## src/rtl/mux_rr_reg_pkg.sv

```systemverilog
// Shared types and helpers for the registered N:1 round-robin multiplexer.
// Holds the select-mode encoding and the modular index helper used by the arbiter.
package mux_rr_reg_pkg;

  typedef enum logic {
    MODE_FIXED = 1'b0,
    MODE_RR    = 1'b1
  } mode_e;

  // Channel index reached by stepping 'off' places past 'base' on a ring of n channels.
  function automatic int unsigned wrap_idx(input int unsigned base,
                                           input int unsigned off,
                                           input int unsigned n);
    return (base + off) % n;
  endfunction

endpackage

```

## src/rtl/mux_rr_reg_rr_pick.sv

```systemverilog
// Combinational round-robin picker: first requester after ptr, wrapping around the ring.
// Purely combinational; the caller owns the pointer register.
module rr_pick
  import mux_rr_reg_pkg::*;
#(
  parameter int NUM_IN = 4,
  parameter int SEL_W  = 2
) (
  input  logic [NUM_IN-1:0] req,
  input  logic [SEL_W-1:0]  ptr,
  output logic [SEL_W-1:0]  grant,
  output logic              grant_vld
);

  int unsigned       idx;
  logic [SEL_W-1:0]  sidx;

  // Scan ptr+1 .. ptr+NUM_IN so the channel at ptr itself is considered last.
  always_comb begin
    grant     = '0;
    grant_vld = 1'b0;
    idx       = 0;
    sidx      = '0;
    for (int k = 1; k <= NUM_IN; k++) begin
      idx  = wrap_idx(int'(ptr), k, NUM_IN);
      sidx = SEL_W'(idx);
      if (!grant_vld && req[sidx]) begin
        grant     = sidx;
        grant_vld = 1'b1;
      end
    end
  end

endmodule

```

## src/rtl/mux_rr_reg.sv

```systemverilog
// Registered N:1 multiplexer with valid/ready handshake, fixed or round-robin selection.
// One output register; a new word loads whenever the register is empty or being drained.
module mux_rr_reg
  import mux_rr_reg_pkg::*;
#(
  parameter  int WIDTH  = 32,
  parameter  int NUM_IN = 4,
  localparam int SEL_W  = $clog2(NUM_IN)
) (
  input  logic                    clk,
  input  logic                    reset,
  input  logic                    rr_en,
  input  logic [SEL_W-1:0]        sel,
  input  logic                    flush,
  input  logic [NUM_IN-1:0]       in_valid,
  input  logic [NUM_IN*WIDTH-1:0] in_data,
  output logic [NUM_IN-1:0]       in_ready,
  output logic                    out_valid,
  output logic [WIDTH-1:0]        out_data,
  output logic [SEL_W-1:0]        out_src,
  input  logic                    out_ready
);

  mode_e             mode;
  logic [SEL_W-1:0]  ptr;
  logic [SEL_W-1:0]  rr_grant;
  logic              rr_grant_vld;
  logic              sel_ok;
  logic [SEL_W-1:0]  grant;
  logic              grant_vld;
  logic              load;
  logic [WIDTH-1:0]  grant_data;

  assign mode = mode_e'(rr_en);

  rr_pick #(
    .NUM_IN (NUM_IN),
    .SEL_W  (SEL_W)
  ) u_rr_pick (
    .req       (in_valid),
    .ptr       (ptr),
    .grant     (rr_grant),
    .grant_vld (rr_grant_vld)
  );

  assign sel_ok = (int'(sel) < NUM_IN);

  // Mode mux; reset is folded into load so no channel sees ready while reset is high.
  always_comb begin
    grant      = '0;
    grant_vld  = 1'b0;
    load       = !reset && !flush && (!out_valid || out_ready);
    in_ready   = '0;
    if (mode == MODE_RR) begin
      grant     = rr_grant;
      grant_vld = rr_grant_vld;
    end else begin
      grant     = sel;
      grant_vld = sel_ok && in_valid[sel];
    end
    grant_data = in_data[int'(grant)*WIDTH +: WIDTH];
    if (load && grant_vld) begin
      in_ready[grant] = 1'b1;
    end
  end

  // Output register and pointer; flush only clears valid so data/src stay observable.
  always_ff @(posedge clk) begin
    if (reset) begin
      out_valid <= 1'b0;
      out_data  <= '0;
      out_src   <= '0;
      ptr       <= SEL_W'(NUM_IN - 1);
    end else if (flush) begin
      out_valid <= 1'b0;
    end else if (load) begin
      if (grant_vld) begin
        out_valid <= 1'b1;
        out_data  <= grant_data;
        out_src   <= grant;
        if (mode == MODE_RR) begin
          ptr <= grant;
        end
      end else begin
        out_valid <= 1'b0;
      end
    end
  end

endmodule

```

## config.mk

```make
export PLATFORM = sky130hd
export DESIGN_NAME = mux_rr_reg
export DESIGN_NICKNAME = d
export VERILOG_FILES = /design/src/rtl/mux_rr_reg_pkg.sv /design/src/rtl/mux_rr_reg_rr_pick.sv /design/src/rtl/mux_rr_reg.sv
export SDC_FILE = /design/constraint.sdc
export NUM_CORES = 1
export LEC_CHECK = 0
export BUFFER_PORTS_ARGS = -buffer_cell sky130_fd_sc_hd__buf_4
export CAP_MARGIN = 15
export CORE_MARGIN = 1.5
export CORE_UTILIZATION = 47
export CTS_CLUSTER_SIZE = 25
export DETAILED_ROUTE_END_ITERATION = 8
export HOLD_SLACK_MARGIN = 0.15
export PLACE_DENSITY_LB_ADDON = 0.2
export SLEW_MARGIN = 20
export SYNTH_ARGS = -nofsm -noshare
export SYNTH_HDL_FRONTEND = slang
export SYNTH_SLANG_ARGS = --single-unit
export TNS_END_PERCENT = 10
```

## constraint.sdc

```tcl
create_clock -name clk -period 7.8 [get_ports clk]
set_input_delay 1.95 -clock clk [delete_from_list [all_inputs] [get_ports clk]]
set_output_delay 1.95 -clock clk [all_outputs]
set_load 0.03 [all_outputs]
```

== Word-level counts from Yosys, hierarchy flattened ==
Index checks and enable logic that the tools add are counted.
W data, S select, Z words.

* Bits in registers: 37
* Bits in latches: 0
* Memory bits (writable): 0
* Memory bits (read-only): 0
* Bits of input ports: 139
* Word-level logic and storage cells: 58
* Memories: 0

* Add/subtract/negate cells: 4
* $mul: 0
* Div/mod/pow operators: 0
* $lt $le $gt $ge: 7
* Equal/unequal tests: 0
* Shift operators: 1
* Muxes and demuxes: 24
* Bitwise gates (word level): 1
* Reduce and logical (&&, ||, !) cells: 17

{| class="wikitable"
|+ Operators with widths
! kind !! number
|-
| $shiftx A128 B8 Y32 || 1
|-
| $lt A2 B3 Y1 const B || 6
|-
| $mux W1 || 12
|-
| $bmux W1 S2 || 5
|-
| $mux W2 || 5
|-
| $logic_and A1 B1 Y1 || 7
|-
| $logic_not A1 Y1 || 6
|-
| $add A2 B1 Y2 const B || 2
|-
| $add A2 B2 Y2 const B || 2
|-
| $mux W4 || 1
|-
| $reduce_and A4 Y1 || 1
|-
| $reduce_and A3 Y1 || 1
|-
| $demux W1 S2 || 1
|-
| $ge A2 B1 Y1 const B || 1
|-
| $reduce_or A2 Y1 || 1
|-
| $logic_or A1 B1 Y1 || 1
|-
| $not A1 Y1 || 1
|}

== Longest topological paths before layout ==
Gate-level depths: netlist (run 1).

* Depth in word-level cells: 19
* Depth in mapped cells: 9

== Modules after synthesis ==
Synthesis (run 1) repeated with hierarchy kept, for this count alone.

* Cells, all modules: 258
* Area total of the unflattened synthesis: 2768.9 sq um

{| class="wikitable"
|+ By module, submodules not included
! module !! instances !! cells an instance !! area an instance (sq um) !! sequential area each (sq um)
|-
| mux_rr_reg || 1 || 244 || 2677.6 || 740.7
|-
| rr_pick || 1 || 14 || 91.3 || 0.0
|}

== Worst setup path after synthesis (run 1) ==
OpenSTA, ideal clock, no wires.

* Path kind: input -> output
* Start point: in in_valid[1]
* End point: out in_ready[0]
* Arrival time: 3.621 ns
* Path slack: 2.229 ns
* Stages: 6
* Path buffers: 2
* Cells stage by stage: or3b_1 -> o311a_1 -> a21bo_1 -> buf_6 -> buf_6 -> nor3_1

* Cells in the longest elaborated chain, start to end: 18

{| class="wikitable"
|+ Ends and longest elaborated chain
! item !! line !! source
|-
| start, declared || mux_rr_reg.sv:15 || <nowiki>input logic [NUM_IN-1:0] in_valid,</nowiki>
|-
| $bmux W1 S2 || mux_rr_reg_rr_pick.sv:27 || <nowiki>if (!grant_vld && req[sidx]) begin</nowiki>
|-
| $mux W1 (implied by the code) || mux_rr_reg_rr_pick.sv:27 ||
|-
| $mux W1 || mux_rr_reg_rr_pick.sv:27 ||
|-
| $logic_not A1 Y1 || mux_rr_reg_rr_pick.sv:27 ||
|-
| $logic_and A1 B1 Y1 || mux_rr_reg_rr_pick.sv:27 ||
|-
| $mux W1 || mux_rr_reg_rr_pick.sv:27 ||
|-
| $logic_not A1 Y1 || mux_rr_reg_rr_pick.sv:27 ||
|-
| $logic_and A1 B1 Y1 || mux_rr_reg_rr_pick.sv:27 ||
|-
| (+2 left out) || -- ||
|-
| $logic_and A1 B1 Y1 || mux_rr_reg_rr_pick.sv:27 ||
|-
| $mux W2 || mux_rr_reg_rr_pick.sv:27 ||
|-
| $mux W2 || mux_rr_reg.sv:54 || <nowiki>if (mode == MODE_RR) begin</nowiki>
|-
| $lt A2 B3 Y1 (implied by the code) / $ge A2 B1 Y1 (equally long branches) || mux_rr_reg.sv:63 || <nowiki>in_ready[grant] = 1'b1;</nowiki>
|-
| $logic_and A1 B1 Y1 (implied by the code) || mux_rr_reg.sv:63 ||
|-
| $mux W1 (implied by the code) || mux_rr_reg.sv:63 ||
|-
| $demux W1 S2 || mux_rr_reg.sv:63 ||
|-
| $mux W4 (*) || mux_rr_reg.sv:62 || <nowiki>if (load && grant_vld) begin</nowiki>
|-
| end, declared || mux_rr_reg.sv:17 || <nowiki>output logic [NUM_IN-1:0] in_ready,</nowiki>
|}

Every way passes the cells marked *; elsewhere a longest branch is shown, timed or not. The select of a mux whose other input is x is not followed.

== Final worst setup path (run 1) ==
* Start point: in in_valid[0]
* End point: out in_ready[1]

The elaborated chain is that of the path after synthesis.

==> results.toml, run 1 <==
[run_status]
outcome = "finished clean"

[clocking]
cts_tree = "done"
htree_num_levels = 2
clockBufferDepth = 2
post_cts_buffers = 0
cts_buffers = 5
root_buffer = "clkbuf_8"
hold_buffers = 0
clk_latency_ns = 0.28
cts-resized-gates = 0
clkSinkCount = 37
clkTransAtPathRegs_ns = 0.08

[logic_synthesis]
syn-cell-area_mm2 = 0.00290
synth_warnings = 0
syn-num-nets = 457
synth_top_area_frac = 0.256
synth.most_common_cell = "and2_1"
synth_edf_count = 0
avgSynthCellArea_um2 = 9.11
yosysSeqAreaShare = 0.256
synth_seq_cells = 37
synth_common_cells = "and2_1, a221oi_1, dfxtp_1"
async_reset_ff_frac = 0
synthCells = 318
ys_types = 34
synthTopCellsByArea = "dfxtp_1, and2_1, a221oi_2"
synth_largest_area_cell = "dfxtp_1"
ys.flop_type = "dfxtp_1"

[cells_and_area]
stdcell_count = 541
area_growth_pct = 47.3
layout.nets = 604
final_design_area_no_fill_mm2 = 0.00427
drive_above_1_share = 0.481
n_antenna_cell = 0

[worst_hold_path]
hold_class = "reg -> reg"
hold_depth = 2
min_from = "out_src[0]"
min_to = "out_src[0]"

[power_and_ir_drop]
power_leakage_nw = 1.82
ir_drop_mv = 0.0931
pwr_density_cell_mw_per_mm2 = 151
design_power_total_mw = 0.646

[placed_design]
place_area_mm2 = 0.00415
dp.cells = 533
gp_congestion = 0.839
io_buffers = 177
place_hpwl_um = 6450
pre_cts_slack_ns = 1.82

[worst_setup_path]
critPathMostFrequentCell = "buf_4"
r2r_cells = 6
crit_type = "in -> out"
r2r-end = "out_data[6]"
cp_max_fo = 35
arrival_ns = 4.04
cp_slowest_cell = "a41oi_4"
critPathMaxStageDelay_ns = 0.94
start_kind = "input port"
crit_chain = "buf_4, or3_1, a41oi_4, nand2b_1, nor2_1, buf_4"
required_ns = 5.85
cp-end-kind = "output pin"
reg2reg_slack_ns = 5.31
r2r-start = "ptr[0]"

[die]
core_area_mm2 = 0.00592
start_util = 0.489
ioPinCount = 178
die_y_um = 81.5
die_x_um = 81.5
die_area_mm2 = 0.00664
row_count = 28

[detailed_routing]
met2_length_um = 4550
drtAntennaViolNets = 0
dr.pass1.iters = 4
num_vias = 3149
dr_wl_met3_um = 737
topRoutingLayerUsed = "met4"
drc = 0
viasPerCell = 5.82
wl_per_cell_um = 16.4
wl_met1_um = 3460
routed_wl_um = 8870
drt_iter0_drc = 132

[timing]
worst_pin_slew_ns = 1.12
setup_tns_ns = 0
max_freq_mhz = 167
setup_ws_ns = 1.81
layout_min_cycle_time_ns = 5.99
slew_viol_final = 0
finalHoldViolations = 0
setup_viol = 0
skew_ns = 0.00843
rsz0062_at_grt = "no"
relSlewSlack = 0.251
timing.final.crit_share = 0.768

[global_route]
grt_pass1_vias = 2896
grt_max_degree = 65
antenna_found_initial = 0
gr-total-overflow = 0
grtUsageTotal = 0.255
grt_pass1_wl_um = 13200

[run]
drv_cap = 0
[report_power, final]
group	leakage, nW	total, mW	switching [mW]	internal (mW)
combinational	1.46	0.256	0.135	0.122
clock	0.0574	0.171	0.0670	0.104
sequential	0.304	0.219	0.0108	0.208
total	1.82	0.646	0.213	0.434
[how the worst max path moves through the flow]
stage                            from     endpoint  depth (start not counted)
after floorplan           in_valid[1]  in_ready[0]                          6
after global placement    in_valid[1]  in_ready[1]                          7
after detailed placement  in_valid[1]  in_ready[1]                          7
after CTS                 in_valid[1]  in_ready[1]                          7
after global routing      in_valid[1]  in_ready[1]                          7
final                     in_valid[0]  in_ready[1]                          6
[layout by cell type, fill, tap and decap left out, drive strengths merged, types with 2 or more instances in the layout]
| cell type | n |
|---|---|
| a211oi | 2 |
| a221oi | 65 |
| and2 | 65 |
| buf | 181 |
| clkbuf | 6 |
| dfxtp | 37 |
| inv | 2 |
| mux2i | 3 |
| nand2 | 3 |
| nand2b | 4 |
| nand3b | 32 |
| nor2 | 8 |
| nor2b | 4 |
| nor3 | 2 |
| nor3b | 2 |
| o21ai | 3 |
| o31ai | 32 |
[metrics by stage]
stage,utilization,hold slack [ns]
after floorplan,-,0.505
after global placement,0.701,0.452
after detailed placement,0.701,0.461
after CTS,0.721,0.472
after global routing,0.721,0.514
final,0.721,0.469
[sequential cells by signal, summed over array words and instances, names as in the netlist]
signal,cells
out_data,32
out_src,2
ptr,2
out_valid,1
[area by class of cell]
type                            count  area (um^2)
Sequential cell                    37          741
Inverter                            2         7.51
Fill cell                         487         1650
Tap cell                           75         93.8
Timing Repair Buffer              181         1360
Clock buffer                        6         82.6
Multi-Input combinational cell    238         1950
Clock inverter                      2         37.5
[per-layer routing]
layer | up-vias | global-route usage
li1 | 1540 | -
met1 | 1466 | 0.298
met2 | 133 | 0.445
met3 | 10 | 0.0700
met4 | 0 | 0.0879
met5 | - | 0
[cell families after synthesis]
logic type             count (synthesis)  synth area share
AOI/OAI and AO/OA                    109             0.373
buffers and inverters                 43            0.0782
DFF                                   37             0.256
muxes                                  4            0.0181
and+or+nand+nor                      125             0.275
[critical path: cells and delay by family]
kind | cells | cell delay [ns]
buf+inv | 2 | 0.32
simple gates | 3 | 0.82
compound gates | 1 | 0.94
(Power assumes the default switching activity.)
==> run 2: changes to the inputs <==
ABC_AREA = 1   (was default)
CORE_UTILIZATION = 40   (was 47)
clock period = 5.3 ns   (was 7.8 ns; I/O delays follow)
==> run 2 against run 1 <==
Net effect: synthesized cell count increased by 66%; flip-flop and latch count unchanged; power is 40% higher; wire length up 6.9%; largest power group unchanged.
==> results.toml, run 2 <==
[worst_setup_path]
r2r-start = "ptr[0]"
arrival_ns = 2.90
critPathMaxStageDelay_ns = 0.24
cp-end-kind = "output pin"
reg2reg_slack_ns = 2.47
cp_max_fo = 18
start_kind = "input port"
r2r-end = "out_data[11]"
crit_chain = "buf_4, nand2_1, nand2_1, nand2_2, nand2_2, inv_2, nand2_1, a21oi_1, nand2_2, nand2_4, inv_2, nor3_1, buf_4"
r2r_cells = 16
required_ns = 3.97
crit_type = "in -> out"
cp_slowest_cell = "nor3_1"

[cells_and_area]
regArea_um2 = 741
reg_top3 = "out_data: 32 flops, out_src: 2 flops, ptr: 2 flops"
top_register = "out_data"
n_antenna_cell = 0
fillerInstances = 703
final_cell_mix = "nand2_1, buf_4, nand3_1, nor2_1, dfxtp_1"
drive_above_1_share = 0.297
layout.nets = 825
final_common_cell = "nand2_1"
area_growth_pct = 47.7
largest_reg_flops = 32
multiInputGateArea_mm2 = 0.00182

[logic_synthesis]
synth_top_family_by_area = "simple AND/OR/NAND/NOR gates"
synth.most_common_cell = "nand2_1"
synth_fa_ha_area_frac = 0
synth_compound_area_frac = 0.0484
synthMuxAreaShare = 0
synth-simple-area-share = 0.579
synth_common_cells = "nand2_1, nand3_1, nor2_1"
synthTopCellsByArea = "dfxtp_1, nand2_1, nand3_1"
syn-cell-area_mm2 = 0.00289
ys.flop_type = "dfxtp_1"
avgSynthCellArea_um2 = 5.47
synth_seq_cells = 37
synth_warnings = 0
synth_top_area_frac = 0.256
yosysSeqAreaShare = 0.256
syn-num-nets = 668
synth_xor_area_frac = 0
synthCells = 529
synth_edf_count = 0
synth_largest_area_cell = "dfxtp_1"
ys_types = 20
async_reset_ff_frac = 0

[timing]
setup_viol = 0
setup_ws_ns = 1.07
layout_min_cycle_time_ns = 4.23
timing.final.crit_share = 0.798
worst_pin_slew_ns = 0.616
finalHoldViolations = 0
slew_viol_final = 0
max_freq_mhz = 237
skew_ns = 0.00526
rsz0062_at_grt = "no"
setup_tns_ns = 0
relSlewSlack = 0.589

[clocking]
post_cts_buffers = 0
hold_buffers = 0
root_buffer = "clkbuf_8"
cts_buffers = 5
htree_num_levels = 2
cts-resized-gates = 0
clkSinkCount = 37
clk_latency_ns = 0.28
clockBufferDepth = 2
cts_tree = "done"
clkTransAtPathRegs_ns = 0.07

[die]
die_y_um = 88.0
die_x_um = 88.0
start_util = 0.419
core_area_mm2 = 0.00691
die_area_mm2 = 0.00775
ioPinCount = 178
row_count = 30

[run]
drv_cap = 0

[detailed_routing]
drtAntennaViolNets = 0
viasPerCell = 4.97
drt_iter0_drc = 135
routed_wl_um = 9480
num_vias = 3893
drc = 0
dr.pass1.iters = 4
wl_per_cell_um = 12.1

[placed_design]
pre_cts_slack_ns = 1.11
gp_congestion = 0.969
io_buffers = 177
place_hpwl_um = 7040

[global_route]
grt_pass1_vias = 3654
grt_pass1_wl_um = 15300
antenna_found_initial = 0
grt_max_degree = 67
gr-total-overflow = 0
grtUsageTotal = 0.244

[worst_hold_path]
min_to = "out_src[0]"
min_from = "out_src[0]"
hold_class = "reg -> reg"
hold_depth = 2

[power_and_ir_drop]
pwr_density_cell_mw_per_mm2 = 212
power_leakage_nw = 2.37
ir_drop_mv = 0.100

[run_status]
outcome = "finished clean"
## run 2: cell types whose count changed after synthesis, moves of 31 or more
| cell | delta |
|---|---|
| nor2_1 | +64 |
| nand2_1 | +191 |
| nand3b_1 | -31 |
| and2_1 | -65 |
| a221oi_1 | -38 |
| o31ai_1 | -32 |
| nand3_1 | +116 |
## run 2: area by class of cell
class | instances | area share
inverter | 34 | 0.0299
tap | 96 | 0.0281
clock inverter | 2 | 0.00234
multi-input combinational | 424 | 0.426
timing repair buffer | 184 | 0.323
clock buffer | 6 | 0.0170
sequential | 37 | 0.173
## run 2: through the flow
stage | instance area (um^2) | utilization | total power, mW | hold WS, ns | cells
detailed placement | 4190 | 0.607 | 0.721 | 0.463 | 775
CTS | 4270 | 0.619 | 0.912 | 0.476 | 783
floorplan | 2890 | - | 0.578 | 0.537 | 529
global route | 4270 | 0.619 | 0.975 | 0.533 | 783
global placement | 4190 | 0.607 | 0.715 | 0.461 | 775
finish | 4270 | 0.619 | 0.908 | 0.473 | 783
## run 2: kinds of logic after synthesis
family                 count (synthesis)
AO/OA/AOI/OAI                         27
buffers and inverters                 68
flip-flops                            37
AND/OR/NAND/NOR                      397
## run 2: report_power, final
group	leakage (nW)	internal (mW)	switching [mW]
Sequential	0.303	0.298	0.0112
Clock	0.0450	0.0911	0.0989
Combinational	2.02	0.169	0.240
Total	2.37	0.558	0.350
## run 2: worst max-delay path by stage
stage | slack (ns) | to | depth (start not counted) | from
2_1_floorplan | 0.93 | in_ready[1] | 12 | in_valid[2]
3_3_place_gp | 1.20 | in_ready[0] | 13 | in_valid[2]
3_5_place_dp | 1.11 | in_ready[0] | 13 | in_valid[2]
4_1_cts | 1.10 | in_ready[0] | 13 | in_valid[2]
5_1_grt | 0.91 | in_ready[3] | 14 | in_valid[2]
6_report | 1.07 | in_ready[0] | 13 | in_valid[0]
## run 2: critical path, delay by kind of cell
kind	cells	cell delay, ns
simple gates	8	0.88
compound gates	1	0.17
buf+inv	4	0.53
## run 2: metal layers
metal  vias to the layer above  share of wire  wire [um]  GRT usage
li1                       1989              -          -          -
met1                      1733           0.40       3750      0.263
met2                       144           0.51       4820      0.450
met3                        27          0.069        651     0.0603
met4                         0          0.027        256      0.108
met5                         -              0          0          0
